## src/rtl/segdisp_pkg.sv

```systemverilog
// Shared constants for the seven-segment scan controller: hex font, digit count
// and the idle drive levels for both board polarities.
package segdisp_pkg;

    localparam int NUM_DIGITS = 8;

    // Active-high {g,f,e,d,c,b,a} patterns for 0..F.
    localparam logic [6:0] HEX_FONT [0:15] = '{
        7'h3F, 7'h06, 7'h5B, 7'h4F, 7'h66, 7'h6D, 7'h7D, 7'h07,
        7'h7F, 7'h6F, 7'h77, 7'h7C, 7'h39, 7'h5E, 7'h79, 7'h71
    };

    localparam logic [6:0]            SEG_OFF_AL = 7'h7F;
    localparam logic [6:0]            SEG_OFF_AH = 7'h00;
    localparam logic [NUM_DIGITS-1:0] DIG_OFF_AL = 8'hFF;
    localparam logic [NUM_DIGITS-1:0] DIG_OFF_AH = 8'h00;

    typedef enum logic {
        PH_BLANK,
        PH_ON
    } slot_phase_e;

endpackage

```

## src/rtl/segdisp_scan_ctrl_if.sv

```systemverilog
// Display-word write port and multiplexed display drive of the scan controller.
interface segdisp_scan_ctrl_if;

    logic        enable;
    logic [31:0] wr_data;
    logic        wr_strobe;
    logic [6:0]  seg;
    logic [7:0]  digit;
    logic        frame_tick;
    logic        pending;

    modport master (
        output enable, wr_data, wr_strobe,
        input  seg, digit, frame_tick, pending
    );

    modport slave (
        input  enable, wr_data, wr_strobe,
        output seg, digit, frame_tick, pending
    );

endinterface

```

## src/rtl/hex_to_seg7.sv

```systemverilog
// Combinational hex nibble to active-high seven-segment pattern.
module hex_to_seg7
    import segdisp_pkg::*;
(
    input  logic [3:0] nibble,
    output logic [6:0] seg
);

    assign seg = HEX_FONT[nibble];

endmodule

```

## src/rtl/segdisp_scan_ctrl.sv

```systemverilog
// Eight-digit seven-segment scan controller with per-slot blanking and a
// frame-synchronous double buffer for the display word.
module segdisp_scan_ctrl
    import segdisp_pkg::*;
#(
    parameter int DIV        = 50000,
    parameter int BLANK      = 500,
    parameter bit ACTIVE_LOW = 1'b1
) (
    input  logic               clk,
    input  logic               reset,
    segdisp_scan_ctrl_if.slave bus
);

    localparam int CW = (DIV > 1) ? $clog2(DIV) : 1;
    localparam int IW = $clog2(NUM_DIGITS);

    localparam logic [6:0]            SEG_OFF = ACTIVE_LOW ? SEG_OFF_AL : SEG_OFF_AH;
    localparam logic [NUM_DIGITS-1:0] DIG_OFF = ACTIVE_LOW ? DIG_OFF_AL : DIG_OFF_AH;

    logic [CW-1:0]         cnt;
    logic [IW-1:0]         idx;
    logic [31:0]           staged;
    logic [31:0]           shadow;
    logic                  pending;
    logic                  frame_tick;
    logic [6:0]            seg_q;
    logic [NUM_DIGITS-1:0] digit_q;

    logic                  slot_end;
    logic                  boundary;
    slot_phase_e           phase;
    logic                  lit;
    logic [3:0]            nib;
    logic [6:0]            font_seg;
    logic [6:0]            seg_d;
    logic [NUM_DIGITS-1:0] digit_d;

    hex_to_seg7 u_font (
        .nibble (nib),
        .seg    (font_seg)
    );

    always_comb begin
        slot_end = bus.enable && (cnt == CW'(DIV - 1));
        boundary = slot_end && (idx == IW'(NUM_DIGITS - 1));
        phase    = (cnt >= CW'(BLANK)) ? PH_ON : PH_BLANK;
        lit      = bus.enable && (phase == PH_ON);
        nib      = shadow[{idx, 2'b00} +: 4];
        seg_d    = SEG_OFF;
        digit_d  = DIG_OFF;
        if (lit) begin
            // XOR with the idle level flips the active-high pattern for common-anode boards.
            seg_d   = font_seg ^ SEG_OFF;
            digit_d = (NUM_DIGITS'(1) << idx) ^ DIG_OFF;
        end
    end

    always_ff @(posedge clk) begin
        if (reset) begin
            cnt        <= '0;
            idx        <= '0;
            staged     <= '0;
            shadow     <= '0;
            pending    <= 1'b0;
            frame_tick <= 1'b0;
            seg_q      <= SEG_OFF;
            digit_q    <= DIG_OFF;
        end else begin
            if (bus.wr_strobe)
                staged <= bus.wr_data;
            // A write landing on the boundary keeps pending set for the following frame.
            pending    <= bus.wr_strobe | (pending & ~boundary);
            if (boundary && pending)
                shadow <= staged;
            frame_tick <= boundary;
            if (bus.enable) begin
                if (slot_end) begin
                    cnt <= '0;
                    idx <= idx + 1'b1;
                end else begin
                    cnt <= cnt + 1'b1;
                end
            end
            seg_q   <= seg_d;
            digit_q <= digit_d;
        end
    end

    assign bus.seg        = seg_q;
    assign bus.digit      = digit_q;
    assign bus.frame_tick = frame_tick;
    assign bus.pending    = pending;

endmodule
```

## src/flat_wrapper.sv

```systemverilog
// flat-port wrapper written by rule: the top's interface ports become plain ports
module segdisp_scan_ctrl_flat import segdisp_pkg::*;
#(
    parameter int DIV        = 50000,
    parameter int BLANK      = 500,
    parameter bit ACTIVE_LOW = 1'b1
)
  (clk, reset, bus_enable, bus_wr_data, bus_wr_strobe, bus_seg, bus_digit, bus_frame_tick, bus_pending);
  segdisp_scan_ctrl_if bus_i ();
  input  logic clk;
  input  logic reset;
  input wire logic [$bits(bus_i.enable)-1:0] bus_enable;
  input wire logic [$bits(bus_i.wr_data)-1:0] bus_wr_data;
  input wire logic [$bits(bus_i.wr_strobe)-1:0] bus_wr_strobe;
  output wire logic [$bits(bus_i.seg)-1:0] bus_seg;
  output wire logic [$bits(bus_i.digit)-1:0] bus_digit;
  output wire logic [$bits(bus_i.frame_tick)-1:0] bus_frame_tick;
  output wire logic [$bits(bus_i.pending)-1:0] bus_pending;
  assign bus_i.enable = bus_enable;
  assign bus_i.wr_data = bus_wr_data;
  assign bus_i.wr_strobe = bus_wr_strobe;
  assign bus_seg = bus_i.seg;
  assign bus_digit = bus_i.digit;
  assign bus_frame_tick = bus_i.frame_tick;
  assign bus_pending = bus_i.pending;
  segdisp_scan_ctrl #(.DIV(DIV), .BLANK(BLANK), .ACTIVE_LOW(ACTIVE_LOW)) u_core (.clk(clk), .reset(reset), .bus(bus_i));
endmodule
```

## config.mk

```make
export PLATFORM = sky130hd
export DESIGN_NAME = segdisp_scan_ctrl_flat
export DESIGN_NICKNAME = d
export VERILOG_FILES = /design/src/rtl/segdisp_pkg.sv /design/src/rtl/segdisp_scan_ctrl_if.sv /design/src/rtl/hex_to_seg7.sv /design/src/rtl/segdisp_scan_ctrl.sv /design/src/flat_wrapper.sv
export SDC_FILE = /design/constraint.sdc
export NUM_CORES = 1
export LEC_CHECK = 0
export CAP_MARGIN = 20
export CORE_UTILIZATION = 30
export CTS_CLUSTER_SIZE = 30
export DETAILED_ROUTE_END_ITERATION = 8
export GPL_TIMING_DRIVEN = 1
export PLACE_DENSITY = 0.48
export SLEW_MARGIN = 20
export SYNTH_ARGS = -nofsm -noshare
export SYNTH_HDL_FRONTEND = slang
export SYNTH_SLANG_ARGS = --single-unit
export TNS_END_PERCENT = 5
```

## constraint.sdc

```tcl
create_clock -name clk -period 3.75 [get_ports clk]
set_input_delay 0.75 -clock clk [delete_from_list [all_inputs] [get_ports clk]]
set_output_delay 0.75 -clock clk [all_outputs]
set_load 0.02 [all_outputs]
```

==> results of run 1 <==
power breakdown:
group,leakage (nW),total [W],internal [W],switching (W)
combinational,0.973,0.000103,0.0000579,0.0000451
sequential,0.813,0.00110,0.00109,0.0000148
clock,0.142,0.000897,0.000511,0.000386
total,1.93,0.00210,0.00165,0.000446
sequential cells by signal, indices dropped and copies added, names as in the netlist:
register               count
u_core.idx                 3
u_core.bus.frame_tick      1
u_core.staged             32
u_core.bus.pending         1
u_core.shadow             32
u_core.cnt                16
u_core.bus.seg             7
u_core.bus.digit           8
per-layer routing:
metal  part of all wire, %  track usage [%]  vias up
met5                     0                0        -
met4                  0.99             3.70        0
met3                   4.5             4.49        7
met2                    45             19.4       50
met1                    50             16.1     1428
li1                      -                -     1601
final cells by class:
| class | count | area (sq um) | area share (%) |
|---|---|---|---|
| clock inverters | 5 | 53.8 | 1.05 |
| flip-flops and latches | 100 | 2000 | 39.1 |
| inverters | 12 | 45.0 | 0.880 |
| multi-input cells | 313 | 2010 | 39.2 |
| well taps | 180 | 225 | 4.40 |
| clock buffers | 10 | 229 | 4.48 |
| repair buffers | 58 | 556 | 10.9 |
layout by cell type, fill, tap and decap left out, drive strengths merged, types with 3 or more instances in the layout:
master	synthesis	routed
and2	7	7
mux2	3	3
xor2	6	6
clkinv	0	4
clkbuf	17	10
xnor2	9	9
dfxtp	100	100
nand2	83	83
inv	12	12
nor2	56	56
ha	14	14
and3	4	4
clkdlybuf4s50	0	50
a21oi	40	40
nor3	4	4
mux4	6	6
mux2i	38	38
nand3	11	11
and4	3	3
o221ai	4	4
buf	12	8
cells by family after synthesis:
logic type               share of synthesized area [%]
XOR/XNOR                                          3.06
flip-flops                                        46.6
adder cells (fa/ha/maj)                           4.07
AO/OA/AOI/OAI                                     8.26
AND/OR/NAND/NOR                                   18.5
multiplexers                                      12.8
buffers and inverters                             6.81
cell usage after synthesis, types with 3 or more instances:
cell      number
dfxtp_1      100
nand2_1       83
nor2_1        56
mux2i_1       38
a21oi_1       36
ha_1          14
inv_1         12
nand3_1       11
clkbuf_1      10
xnor2_1        9
and2_1         6
clkbuf_8       6
mux4_2         6
xor2_1         6
a21oi_2        4
buf_6          4
nor3_1         4
o221ai_1       4
and3_1         3
and4_1         3
buf_2          3
buf_8          3
mux2_2         3
worst min-delay path by stage:
stage | start | end | slack (ns) | cells past startpoint
4_1_cts | u_core.shadow[12] | u_core.shadow[12] | 0.46 | 2
3_3_place_gp | u_core.staged[4] | u_core.shadow[4] | 0.44 | 2
5_1_grt | u_core.shadow[11] | u_core.shadow[11] | 0.47 | 2
2_1_floorplan | u_core.staged[26] | u_core.shadow[26] | 0.43 | 2
6_report | u_core.shadow[11] | u_core.shadow[11] | 0.45 | 2
3_5_place_dp | u_core.shadow[12] | u_core.shadow[12] | 0.45 | 2
worst register-to-register path, stage by stage (launching register included):
cell and delay, ns:
dfxtp_1 0.73, mux4_2 0.60, mux2_2 0.34, inv_1 0.16, ha_1 0.27, nor3_1 0.21
a21oi_1 0.06, a31oi_1 0.19
through the flow:
step	std cells	area, sq um	setup slack (ns)
4_1_cts	678	5120	1.04
5_1_grt	678	5120	0.877
3_5_place_dp	663	4830	0.797
2_1_floorplan	454	4300	1.49
3_3_place_gp	663	4830	0.877
6_report	678	5120	1.11
==> impl_metrics.yaml, run 1 <==
clock_tree:
  ctsLongestPathBuffers: 2
  cts_buffers: 9
  clock_sinks: 100
  postCtsSetupBuffers: 0
  htreeDepth: 3
  clk_pin_slew_worst_paths_ns: 0.07
  cts_tree: "yes"
  root_buffer: "clkbuf_16"
  clock_latency_ns: 0.35
  cts_hold_buf: 0
  post_cts_resized: 0
timing:
  maxSlewViolCount: 0
  tightest_slew_ns: 0.986
  period_share_pct: 70.5
  holdWs_ns: 0.454
  clock.fmax_mhz: 378
  skew_ns: 0.00800
  rsz0062_at_grt: "no"
  slew_headroom_pct: 34.3
  hold_viol: 0
  setup_viol: 0
  tns_ns: 0
  period_needed_ns: 2.64
setup_path:
  r2r_cells: 7
  cp-end-kind: "flop"
  path_buf_inv: 1
  critical_path.startpoint: "u_core.idx[0]"
  r2r-start: "u_core.idx[0]"
  cpPeakStageDelay_ns: 0.73
  rr_endpoint: "u_core.bus.seg[3]"
  path_depth: 7
  worst_setup_path_start_kind: "flop"
  worstPathRequired_ns: 4.01
  slowest_stage: "dfxtp_1"
  crit_chain: "mux4_2 -> mux2_2 -> inv_1 -> ha_1 -> nor3_1 -> a21oi_1 -> a31oi_1"
  arrival_ns: 2.90
  ff2ff_setup_slack_ns: 1.11
  crit_fanout: 10
  cp_top_family: "multiplexers"
  crit_end: "u_core.bus.seg[3]"
  path_class: "flop to flop"
grt:
  grt_use_total_pct: 12.5
  overflow: 0
  antenna_found_initial: 0
  grt_pass1_wl_um: 14300
  grt_max_degree: 57
  first_global_vias: 2914
die:
  die_w_um: 122
  ioPinCount: 53
  dieHeight_um: 122
  rows: 43
  initial_core_util_pct: 30.9
  core_sq_um: 13900
  die_area_sq_um: 14800
detailed_routing:
  wl_um: 8710
  viasPerCell: 4.55
  avgRoutedWirePerCell_um: 12.8
  drtIter0Drc: 217
  drc: 0
  first_pass_iters: 4
  num_vias: 3086
  antenna_left: 0
yosys:
  ys_ff_latch: 100
  synth_top_area_cell: "dfxtp_1"
  synthArstFlopShare_pct: 0
  avgSynthCellArea_sq_um: 9.47
  synth_edf_count: 0
  ys_types: 47
  synth_top_area_share_pct: 46.6
  ys.warnings.count: 0
  ys_seq_area_share_pct: 46.6
  syn_area_sq_um: 4300
  synthTopCellsByArea: "dfxtp_1 47%, mux2i_1 8.8%, nand2_1 7.2%, nor2_1 4.9%, a21oi_1 4.2%"
  mappedNetlistNets: 504
  synthFlopType: "dfxtp_1"
  syn_inst: 454
outcome:
  status: "complete, no violations"
placed_design:
  dp_hpwl_um: 6010
  routabilityCongestion: 0.744
  port_buffers: 52
min_path:
  hold_path_class: "flop to flop"
pwr:
  ir_drop_v: 0.000291
  power_density_nw_per_um2: 410
  p_leak_nw: 1.93
  finalPower_w: 0.00210
cells_and_area:
  nets: 544
  postLayoutCoreUtil_pct: 36.7
  drive_gt1_share_pct: 8.03
  area_growth_pct: 19.0
  diodes: 0
  n_fill_cell: 1458
run:
  cap_violations: 0
No activity file was read; power rests on OpenSTA's default activity.
==> inputs of run 2 (changes only) <==
--- a/config.mk
+++ b/config.mk
@@ -10,7 +10,7 @@
 export CTS_CLUSTER_SIZE = 30
 export DETAILED_ROUTE_END_ITERATION = 8
 export GPL_TIMING_DRIVEN = 1
-export PLACE_DENSITY = 0.48
+export PLACE_DENSITY = 0.5
 export SLEW_MARGIN = 20
 export SYNTH_ARGS = -nofsm -noshare
 export SYNTH_HDL_FRONTEND = slang
==> constraint.sdc (replaced) <==
create_clock -name clk -period 2.1 [get_ports clk]
set_input_delay 0.42 -clock clk [delete_from_list [all_inputs] [get_ports clk]]
set_output_delay 0.42 -clock clk [all_outputs]
set_load 0.02 [all_outputs]
==> run 2 against run 1 <==
Against the previous run:
- global-route usage rose by 0.21 points
- sequential share of layout area shrank 1.3 points
- critical endpoint unchanged
- clock power increased by 94%
- core utilization up 1.3 points
- register-to-register slack worse by 1.0 ns
- combinational power grew 83%
- routed wire length hardly changed
- worst setup slack got worse by 1.0 ns
- clock skew is 0.0020 ns higher
- sequential cell count is the same
- critical path type unchanged
- largest cell class unchanged
- cell area increased by 3.6%
==> impl_metrics.yaml, run 2 (synthesis results as in run 1) <==
placed_design:
  port_buffers: 52
  dp_hpwl_um: 6120
  routabilityCongestion: 0.776
setup_path:
  r2r_cells: 9
  worstPathRequired_ns: 2.38
  crit_fanout: 7
  arrival_ns: 2.30
  worst_setup_path_start_kind: "flop"
  cpPeakStageDelay_ns: 0.52
  cp_top_family: "multiplexers"
  slowest_stage: "mux4_2"
  path_class: "flop to flop"
  path_depth: 9
  crit_chain: "mux4_2 -> mux2_4 -> inv_2 -> buf_4 -> ha_1 -> inv_1 -> a21oi_1 -> nor4bb_1 -> a31oi_1"
  path_buf_inv: 3
  cp-end-kind: "flop"
detailed_routing:
  num_vias: 3138
  drtIter0Drc: 149
  first_pass_iters: 4
  avgRoutedWirePerCell_um: 12.6
  antenna_left: 0
  drc: 0
  viasPerCell: 4.53
  wl_um: 8710
die:
  die_w_um: 122
  rows: 43
  dieHeight_um: 122
  die_area_sq_um: 14800
  initial_core_util_pct: 30.9
  ioPinCount: 53
  core_sq_um: 13900
clock_tree:
  root_buffer: "clkbuf_16"
  clock_latency_ns: 0.35
  cts_buffers: 9
  cts_tree: "yes"
  clock_sinks: 100
  htreeDepth: 3
  clk_pin_slew_worst_paths_ns: 0.07
  postCtsSetupBuffers: 0
  ctsLongestPathBuffers: 2
timing:
  period_share_pct: 96.1
  rsz0062_at_grt: "yes"
  maxSlewViolCount: 0
  slew_headroom_pct: 57.6
  period_needed_ns: 2.02
  skew_ns: 0.0100
  tightest_slew_ns: 0.637
  setup_viol: 0
  holdWs_ns: 0.454
  hold_viol: 0
  clock.fmax_mhz: 496
grt:
  grt_use_total_pct: 12.7
  grt_pass1_wl_um: 14500
  overflow: 0
  first_global_vias: 2950
  antenna_found_initial: 0
  grt_max_degree: 61
cells_and_area:
  postLayoutCoreUtil_pct: 38.1
  nets: 557
  diodes: 0
  final_cell_mix: "98 x dfxtp_1, 82 x nand2_1, 56 x nor2_1, 50 x clkdlybuf4s50_1, 38 x mux2i_1"
  drive_gt1_share_pct: 12.7
  n_fill_cell: 1433
  reg.largest.list: "u_core.shadow (32), u_core.staged (32), u_core.cnt (16)"
  final_common_cell: "dfxtp_1"
  area_growth_pct: 23.3
min_path:
  min_path_cells: 2
  hold_path_class: "flop to flop"
pwr:
  p_leak_nw: 2.02
  power_density_nw_per_um2: 734
  ir_drop_v: 0.000544
run:
  cap_violations: 0
outcome:
  status: "complete, no violations"
## run 2: changes by cell type in the layout (fill, tap and decap cells not counted), moves of 2 or more
cell      change
buf_12        +2
buf_4        +11
clkbuf_8      +2
clkinv_2      -3
dfxtp_1       -2
inv_1         -2
inv_2         +2
## run 2: report_power, final
| group | internal, W | switching (W) | leakage, nW |
|---|---|---|---|
| clock network | 0.00100 | 0.000741 | 0.154 |
| logic | 0.000106 | 0.0000821 | 1.05 |
| registers | 0.00194 | 0.0000258 | 0.814 |
## run 2: worst paths after layout
kind	from	end	slack, ns
max reg2reg	u_core.idx[0]	u_core.bus.seg[3]	0.08
min	u_core.staged[7]	u_core.shadow[7]	0.45
max	u_core.idx[0]	u_core.bus.seg[3]	0.08
min reg2reg	u_core.staged[7]	u_core.shadow[7]	0.45
## run 2: timing repair
| item | in CTS | in global routing |
|---|---|---|
| hold buffers | 0 | 0 |
| gates cloned | 0 | 0 |
| endpoints found under the hold margin | 0 | 0 |
| resized for setup | 2 | 8 |
| setup endpoints to repair | 5 | 22 |
| pin swaps | 0 | 2 |
## run 2: worst register-to-register path, delay by kind of cell, from the launching register on
kind	cells	cell delay, ns
buffers and inverters	3	0.23
AO/OA/AOI/OAI	2	0.25
flip-flops	1	0.42
AND/OR/NAND/NOR	1	0.07
multiplexers	2	0.84
adder cells (fa/ha/maj)	1	0.14
## run 2: metrics by stage
| step | instances | setup WS [ns] | power (W) | setup TNS, ns | cell area, sq um |
|---|---|---|---|---|---|
| floorplan | 454 | 0.00592 | 0.00211 | 0 | 4310 |
| detailed placement | 676 | -0.0592 | 0.00220 | -0.546 | 4960 |
| global placement | 676 | -0.0266 | 0.00219 | -0.0266 | 4960 |
| finish | 692 | 0.0823 | 0.00389 | 0 | 5300 |
| global route | 692 | -0.0415 | 0.00404 | -0.103 | 5300 |
| CTS | 692 | 0.00165 | 0.00395 | 0 | 5280 |
## run 2: layout make-up
cell class                      count  area, sq um  area share (%)
Multi-Input combinational cell    313         2030            38.2
Clock buffer                       11          253            4.77
Tap cell                          180          225            4.25
Inverter                           12         45.0           0.849
Timing Repair Buffer               71          678            12.8
Clock inverter                      5         66.3            1.25
Sequential cell                   100         2010            37.8
## run 2: layer usage
metal | part of all wire [%] | GRT usage [%] | wire length [um]
met3 | 4.1 | 3.75 | 358
met5 | 0 | 0 | 0
met1 | 51 | 17.3 | 4430
met4 | 1.4 | 4.63 | 125
met2 | 44 | 18.9 | 3800
==> inputs of run 3 (changes only) <==
--- a/config.mk
+++ b/config.mk
@@ -9,6 +9,7 @@
 export CORE_UTILIZATION = 30
 export CTS_CLUSTER_SIZE = 30
 export DETAILED_ROUTE_END_ITERATION = 8
+export GPL_ROUTABILITY_DRIVEN = 0
 export GPL_TIMING_DRIVEN = 1
 export PLACE_DENSITY = 0.5
 export SLEW_MARGIN = 20
==> results of run 3 <==
Final layout, timing and power as in run 2 (identical DEF).
